==> src/rtl/cpu_defs.sv <==
// Shared definitions for the fetch stage: FSM state encoding, reset PC and
// instruction width, plus the word-alignment helper applied to the next PC.
package cpu_defs;

  localparam int unsigned INSTR_W          = 32;
  localparam logic [31:0] RESET_PC_DEFAULT = 32'h0000_3000;

  typedef enum logic [1:0] {
    S_REQ   = 2'd0,
    S_WAIT  = 2'd1,
    S_HOLD  = 2'd2,
    S_FAULT = 2'd3
  } fetch_state_t;

  function automatic logic [31:0] align_word(input logic [31:0] addr);
    return {addr[31:2], 2'b00};
  endfunction

endpackage

==> src/rtl/pc_range_check.sv <==
// Combinational legality check for a candidate PC: word aligned and inside
// the instruction window [BASE, BASE+BYTES). Used only with PC_FETCH_ADDR_CHECK_EN.
module pc_range_check #(
  parameter logic [31:0] BASE  = 32'h0000_3000,
  parameter int unsigned BYTES = 16384
) (
  input  logic [31:0] i_addr,
  output logic        o_ok
);

  // Limit is computed one bit wider so a window ending at 2^32 does not wrap.
  localparam logic [32:0] LIMIT = {1'b0, BASE} + 33'(BYTES);

  logic w_aligned;
  logic w_above_base;
  logic w_below_limit;

  assign w_aligned     = (i_addr[1:0] == 2'b00);
  assign w_above_base  = (i_addr >= BASE);
  assign w_below_limit = ({1'b0, i_addr} < LIMIT);
  assign o_ok          = w_aligned & w_above_base & w_below_limit;

endmodule

==> src/rtl/pc_fetch_unit.sv <==
// Architectural PC register plus instruction-memory fetch handshake.
// Optional next-PC legality check and sticky fault: PC_FETCH_ADDR_CHECK_EN.
module pc_fetch_unit
  import cpu_defs::*;
#(
  parameter logic [31:0] RESET_PC = RESET_PC_DEFAULT,
  parameter int unsigned IM_BYTES = 16384
) (
  input  logic               clk,
  input  logic               reset,
  input  logic [31:0]        npc,
  input  logic               instr_ack,
  input  logic               imem_ready,
  input  logic               imem_rvalid,
  input  logic [INSTR_W-1:0] imem_rdata,
  output logic [31:0]        pc,
  output logic [INSTR_W-1:0] instr,
  output logic               instr_valid,
  output logic               imem_req,
  output logic [31:0]        imem_addr,
  output logic [31:0]        instret,
  output logic               fetch_fault
);

  fetch_state_t       r_state;
  fetch_state_t       w_state_nxt;
  logic [31:0]        r_pc;
  logic [INSTR_W-1:0] r_instr;
  logic               r_instr_valid;
  logic [31:0]        r_instret;
  logic               r_fault;

  logic               w_capture;
  logic               w_advance;
  logic               w_npc_bad;

`ifdef PC_FETCH_ADDR_CHECK_EN
  logic w_npc_ok;

  pc_range_check #(
    .BASE  (RESET_PC),
    .BYTES (IM_BYTES)
  ) u_range_check (
    .i_addr (npc),
    .o_ok   (w_npc_ok)
  );

  assign w_npc_bad = ~w_npc_ok;
`else
  // Without the checker the low npc bits and window size are don't-cares.
  logic w_unused_cfg;
  assign w_unused_cfg = &{1'b0, npc[1:0], IM_BYTES[0]};
  assign w_npc_bad    = 1'b0;
`endif

  // NOTE: every signal assigned in this block gets a default first, so no
  // path through the case leaves one unassigned and no latch is inferred.
  always_comb begin
    w_state_nxt = r_state;
    w_capture   = 1'b0;
    w_advance   = 1'b0;
    imem_req    = 1'b0;
    case (r_state)
      S_REQ: begin
        imem_req = 1'b1;
        if (imem_ready) begin
          if (imem_rvalid) begin
            w_capture   = 1'b1;
            w_state_nxt = S_HOLD;
          end else begin
            w_state_nxt = S_WAIT;
          end
        end
      end
      S_WAIT: begin
        if (imem_rvalid) begin
          w_capture   = 1'b1;
          w_state_nxt = S_HOLD;
        end
      end
      S_HOLD: begin
        if (instr_ack) begin
          w_advance   = 1'b1;
          w_state_nxt = w_npc_bad ? S_FAULT : S_REQ;
        end
      end
      S_FAULT: begin
        w_state_nxt = S_FAULT;
      end
      default: begin
        w_state_nxt = S_REQ;
      end
    endcase
  end

  // NOTE: sequential state uses non-blocking assignments so every register
  // samples the pre-edge values, independent of statement order.
  always_ff @(posedge clk) begin
    if (reset) begin
      r_state <= S_REQ;
    end else begin
      r_state <= w_state_nxt;
    end
  end

  // Reset wins over capture/advance, so a response landing on the reset
  // edge is dropped and any outstanding request is abandoned.
  always_ff @(posedge clk) begin
    if (reset) begin
      r_pc          <= RESET_PC;
      r_instr       <= '0;
      r_instr_valid <= 1'b0;
      r_instret     <= '0;
      r_fault       <= 1'b0;
    end else begin
      if (w_capture) begin
        r_instr       <= imem_rdata;
        r_instr_valid <= 1'b1;
      end
      if (w_advance) begin
        r_pc          <= w_npc_bad ? npc : align_word(npc);
        r_instr_valid <= 1'b0;
        r_instret     <= r_instret + 32'd1;
        if (w_npc_bad) begin
          r_fault <= 1'b1;
        end
      end
    end
  end

  assign pc          = r_pc;
  assign imem_addr   = r_pc;
  assign instr       = r_instr;
  assign instr_valid = r_instr_valid;
  assign instret     = r_instret;
  assign fetch_fault = r_fault;

endmodule

==> config.mk <==
export PLATFORM = sky130hd
export DESIGN_NAME = pc_fetch_unit
export DESIGN_NICKNAME = d
export VERILOG_FILES = /design/src/rtl/cpu_defs.sv /design/src/rtl/pc_range_check.sv /design/src/rtl/pc_fetch_unit.sv
export SDC_FILE = /design/constraint.sdc
export NUM_CORES = 1
export LEC_CHECK = 0
export ABC_AREA = 1
export CAP_MARGIN = 20
export CELL_PAD_IN_SITES_DETAIL_PLACEMENT = 1
export CELL_PAD_IN_SITES_GLOBAL_PLACEMENT = 1
export CORE_MARGIN = 5
export CORE_UTILIZATION = 29
export CTS_BUF_LIST = sky130_fd_sc_hd__clkbuf_8
export DETAILED_ROUTE_END_ITERATION = 12
export PLACE_DENSITY = 0.92
export SLEW_MARGIN = 15
export SYNTH_ARGS = -nofsm -noshare
export SYNTH_HDL_FRONTEND = slang
export SYNTH_SLANG_ARGS = --single-unit
==> constraint.sdc <==
create_clock -name clk -period 1.9 [get_ports clk]
set_clock_uncertainty 0.2 [all_clocks]
set_input_delay 0.19 -clock clk [delete_from_list [all_inputs] [get_ports clk]]
set_output_delay 0.19 -clock clk [all_outputs]
set_load 0.05 [all_outputs]
# == Word level (Yosys, flattened, before mapping) ==
# Index checks and enable logic that the tools add are counted.
# totals
regBits,97
elab_cells,26
# op_classes
add_sub_neg,1
n_eq_ne,6
n_mux,11
n_reduce_logical,3
# op_table
operator,count
32-bit by 1-bit adder with 32-bit output (second input constant),1
2-bit two-way mux,4
2-bit one-hot mux with 4 select lines,1
2-bit inequality test (second input constant),3
1-bit two-way mux,5
2-bit equality test (second input constant),2
3-bit AND reduction,1
2-bit by 1-bit equality test with 1-bit output (second input constant),1
2-bit zero test,1
1-bit one-hot mux with 2 select lines,1
2-bit OR reduction,1

# == Longest topological paths before layout ==
# Gate-level depths: netlist (run 1).
# depth
ltp_word,3
depth_mapped,10
mapped_depth_nobuf,9

# == Worst setup path after synthesis (run 1) ==
# Ideal clock, no wire load.
# synth_path
path_kind,reg-to-reg
startpoint,"register r_instret[1], in the netlist instret[1]"
endpoint,"register r_instret[14], in the netlist instret[14]"
setup_time_ps,116
arrival_ps,1747
required_time_ps,1584
setup_slack_ps,-163
stages_incl_launch_ff,9
cell_sequence,dfxtp_1 -> ha_1 -> nand3_2 -> nor2_2 -> nand3_2 -> inv_1 -> nand2_1 -> o21ai_0 -> nor2_1
# synth_between
elab_chain_len,1
# synth_rtl
item,line_no,text
"start, declared",pc_fetch_unit.sv:30,logic [31:0] r_instret;
"start signal, assigned",pc_fetch_unit.sv:123,r_instret <= r_instret + 32'd1;
32-bit by 1-bit adder with 32-bit output,pc_fetch_unit.sv:123,
# Every way passes these cells.
# A chain may end at the register's enable or synchronous reset.

# == Worst setup path after layout (run 1) ==
# layout_path
startpoint,"register r_instret[0], in the netlist instret[0]"
endpoint,"register r_instret[28], in the netlist instret[28]"
# The elaborated chain is that of the path after synthesis.

==> metrics.md, run 1 <==
| Metric | Value |
|---|---|
| Core footprint | `14640 sq um` |
| Status | `finished, final reports clean` |
| First-pass GRT wire length | `23.38 mm` |
| Yosys top cell by area | `dfxtp_1` |
| Num rows | `44` |
| Total die area | `17600 sq um` |
| Total chip power | `4.778 mW` |
| HPWL after DPL | `11.41 mm` |
| Fin cells | `967` |
| Pwr per Cell Area | `752.9 nW/um^2` |
| Kind of critical path | `reg2reg` |
| Max-Cap Viols | `0` |
| Final period utilization | `0.9044` |
| # H-tree levels | `3` |
| Worst-path clk slew | `100 ps` |
| Synth warn | `0` |
| Die H | `132.7 microns` |
| Sequential fraction of the synthesis area | `0.4451` |
| Mapped Area | `4363 sq um` |
| Worst Path Arrival | `1800 ps` |
| HP Class | `in2reg` |
| Bufs and invs on worst path | `1` |
| Setup WS post-layout | `181.6 ps` |
| DRT Pass-1 Iters | `4` |
| Vias/cell | `4.592` |
| R2R depth | `8` |
| Clock Latency Late Sink | `380 ps` |
| Critical Path Sink Type | `register` |
| Comb power frac | `0.215` |
| Worst slew pin tran | `526.7 ps` |
| Int Pwr | `3.254 mW` |
| Synth Instances | `611` |
| Worst path most repeated cell | `nand3_1` |
| WL/cell | `15.22 microns` |
| DRC viols | `0` |
| Number of global-route vias before repair | `4634` |
| Sw frac | `0.3190` |
| Hold Slack | `154.4 ps` |
| Worst r2r src | `instret[0]` |
| Synth top area cells | `dfxtp_1 45%, nand2_1 11%, nor2_1 10%, buf_4 6.2%, a21oi_1 5.3%` |
| Final #Nets | `848` |
| R2r endpoint | `instret[28]` |
| Worst setup SP type | `register` |
| Die W | `132.7 microns` |
| Syn avg cell area | `7.141 sq um` |
| Fillers | `1849` |
| Placed cells | `951` |
| Flop pwr share | `0.456` |
| RePlAce Congestion | `0.7872` |
| FF+latch count, synth | `97` |
| Final instance area | `6346 sq um` |
| Clk Tree Root Cell | `clkbuf_8` |
| Top-area cell type share of the netlist area | `0.4451` |
| Io pins | `200` |
| Slowest CP cell | `dfxtp_2` |
| GRT overflow | `0` |
| Static leakage | `2.821 nW` |
| Share of cells above drive strength 1 | `0.1673` |
| Place WS | `-119.5 ps` |
| Worst path depth | `8` |
| Clock Tree Buf Depth | `2` |
| Largest net degree at the start of global routing | `59` |
| Yosys cell types | `30` |
| Placed instance area | `6155 sq um` |
| Initial Util | `0.2979` |
| Hold path depth | `3` |
| Critical Path RT | `1980 ps` |
| Setup slack, reg-to-reg | `180 ps` |
| Post-Route WL | `14.71 mm` |
| P&R area growth vs syn | `45.45%` |
| # setup viols final | `0` |
| Worst rel slew slack | `0.6503` |
| N_diodes | `0` |
| RSZ-0062 raised after global routing | `false` |
| Clock power frac | `0.328` |
| Crit path largest cell delay | `390 ps` |
| Final Hold Fails | `0` |
| Hold path start | `npc[17]` |
| Largest fanout on the critical path | `4` |
| Cells along the critical path | `ha_1, inv_1, nor2_4, nand3_1, nor2_2, nand3_1, nand2_1, nor2_1` |
| Hold Buf Count CTS | `0` |
| P_sw | `1.524 mW` |
| Initial DRC Count | `133` |
| Initial antenna violation count | `0` |
| Final ANT Viol Nets | `0` |
| Post-CTS Setup Bufs | `0` |
| WHS Endpoint | `imem_addr[17]` |
| Vias after detailed routing | `4440` |
| Worst path top cell family by delay | `simple AND/OR/NAND/NOR gates` |
| Tot GR Track Use | `0.1643` |
| CTS tree | `done` |
| Fmax | `581.9 MHz` |
| Clock buffer count from CTS | `9` |
| Fin crit period | `1718 ps` |
| Max IR drop VDD | `0.2866 mV` |
| Buffers added on ports | `192` |
| Sink Count | `97` |
| Slew Viols, Final | `0` |
## final cells by class
type / instances / area, sq um / area share
inverter: 47 / 176.4 / 0.02780
sequential: 97 / 1944 / 0.3064
clock buffer: 10 / 137.6 / 0.02169
multi-input combinational: 412 / 1914 / 0.3017
timing repair buffer: 211 / 1853 / 0.2920
clock inverter: 6 / 90.09 / 0.01420
tap: 184 / 230.2 / 0.03628
## repair_timing
item | CTS | global route
pin swaps | 0 | 0
setup endpoints to repair | 53 | 7
gates resized for setup | 53 | 6
## registers in the layout, indices dropped and copies added (netlist names)
name,count
r_state,2
instr_valid,1
instr,32
instret,32
imem_addr,30
## cell usage after synthesis (all sizes together)
library cell / instances
nand3b: 1
ha: 1
o21ai: 46
a211oi: 1
clkbuf: 13
nor3: 4
nand2: 129
inv: 47
nand3: 36
conb: 1
nor2: 129
nand4: 7
o21a: 3
buf: 46
dfxtp: 97
xor2: 2
a21oi: 46
and2: 1
a31oi: 1
## layer usage
layer  routed length (microns)  track usage
met1                      6345       0.1909
met2                      7281       0.2941
met5                         0            0
met4                       274      0.06409
met3                       813      0.03531
## kinds of logic (layout without fill, tap and decap cells)
family                     Yosys count  in the layout  synth area share
DFF                                 97             97            0.4451
other                                1              5         0.0008595
and+or+nand+nor                    307            307            0.3060
buffers and inverters              106            274            0.1265
xor gates and xnor gates             2              2          0.004016
adders and majority gates            1              1          0.002867
AOI/OAI and AO/OA                   97             97            0.1147
## per-stage QoR
stage | TNS, ps | utilization
6_report | 0 | 0.4334
5_1_grt | 0 | 0.4334
4_1_cts | 0 | 0.4313
3_5_place_dp | -796.7 | 0.4203
3_3_place_gp | -115.7 | 0.4203
2_1_floorplan | 0 | -
## worst min-delay path: stages
cell,delay [ps]
clkdlybuf4s50_1,390
nand2_1,60
a21oi_1,50
## worst max-delay path by stage
stage          slack [ps]           to       start
3_3_place_gp          -40  instret[21]   instr_ack
3_5_place_dp         -120  instret[10]   instr_ack
2_1_floorplan          60  instret[13]  instret[2]
5_1_grt                10  instret[14]  instret[0]
6_report              180  instret[28]  instret[0]
4_1_cts                10  instret[26]  instret[0]
## cell usage in the layout (no fill, tap or decap), types with 2 or more instances in the layout
master,instances
nor2_2,2
xor2_1,2
nor2_8,2
dfxtp_1,95
buf_4,89
conb_1,5
clkdlybuf4s50_1,66
nand3_1,30
a21oi_1,46
o21ai_0,44
o21a_1,3
dfxtp_2,2
nor2_1,118
inv_1,46
nand3_4,2
buf_12,3
nor2_4,7
nor3_1,4
nand3_2,4
dlygate4sd2_1,53
nand4_1,7
clkbuf_8,10
nand2_1,128
bufinv_16,2
## power by group through the flow
| stage | registers, mW | clock network [mW] | logic [mW] |
|---|---|---|---|
| 2_1_floorplan | 2.53 | 0 | 0.370 |
| 3_3_place_gp | 2.22 | 0 | 1.06 |
| 3_5_place_dp | 2.23 | 0 | 1.07 |
| 4_1_cts | 2.18 | 1.64 | 1.04 |
| 5_1_grt | 2.20 | 1.70 | 1.09 |
| 6_report | 2.18 | 1.57 | 1.03 |
No activity file was read; power rests on OpenSTA's default activity.
==> run 2: changes to the inputs <==
--- a/config.mk
+++ b/config.mk
@@ -6,6 +6,7 @@
 export NUM_CORES = 1
 export LEC_CHECK = 0
 export ABC_AREA = 1
+export ABC_CLOCK_PERIOD_IN_PS = 1900
 export CAP_MARGIN = 20
 export CELL_PAD_IN_SITES_DETAIL_PLACEMENT = 1
 export CELL_PAD_IN_SITES_GLOBAL_PLACEMENT = 1
==> results of run 2 <==
No change in the layout: final DEF, timing and power equal those of run 1.
==> run 3: changes to the inputs <==
--- a/config.mk
+++ b/config.mk
@@ -15,7 +15,6 @@
 export CTS_BUF_LIST = sky130_fd_sc_hd__clkbuf_8
 export DETAILED_ROUTE_END_ITERATION = 12
 export PLACE_DENSITY = 0.92
-export SLEW_MARGIN = 15
 export SYNTH_ARGS = -nofsm -noshare
 export SYNTH_HDL_FRONTEND = slang
 export SYNTH_SLANG_ARGS = --single-unit
==> results of run 3 <==
No change in the layout: final DEF, timing and power equal those of run 1.
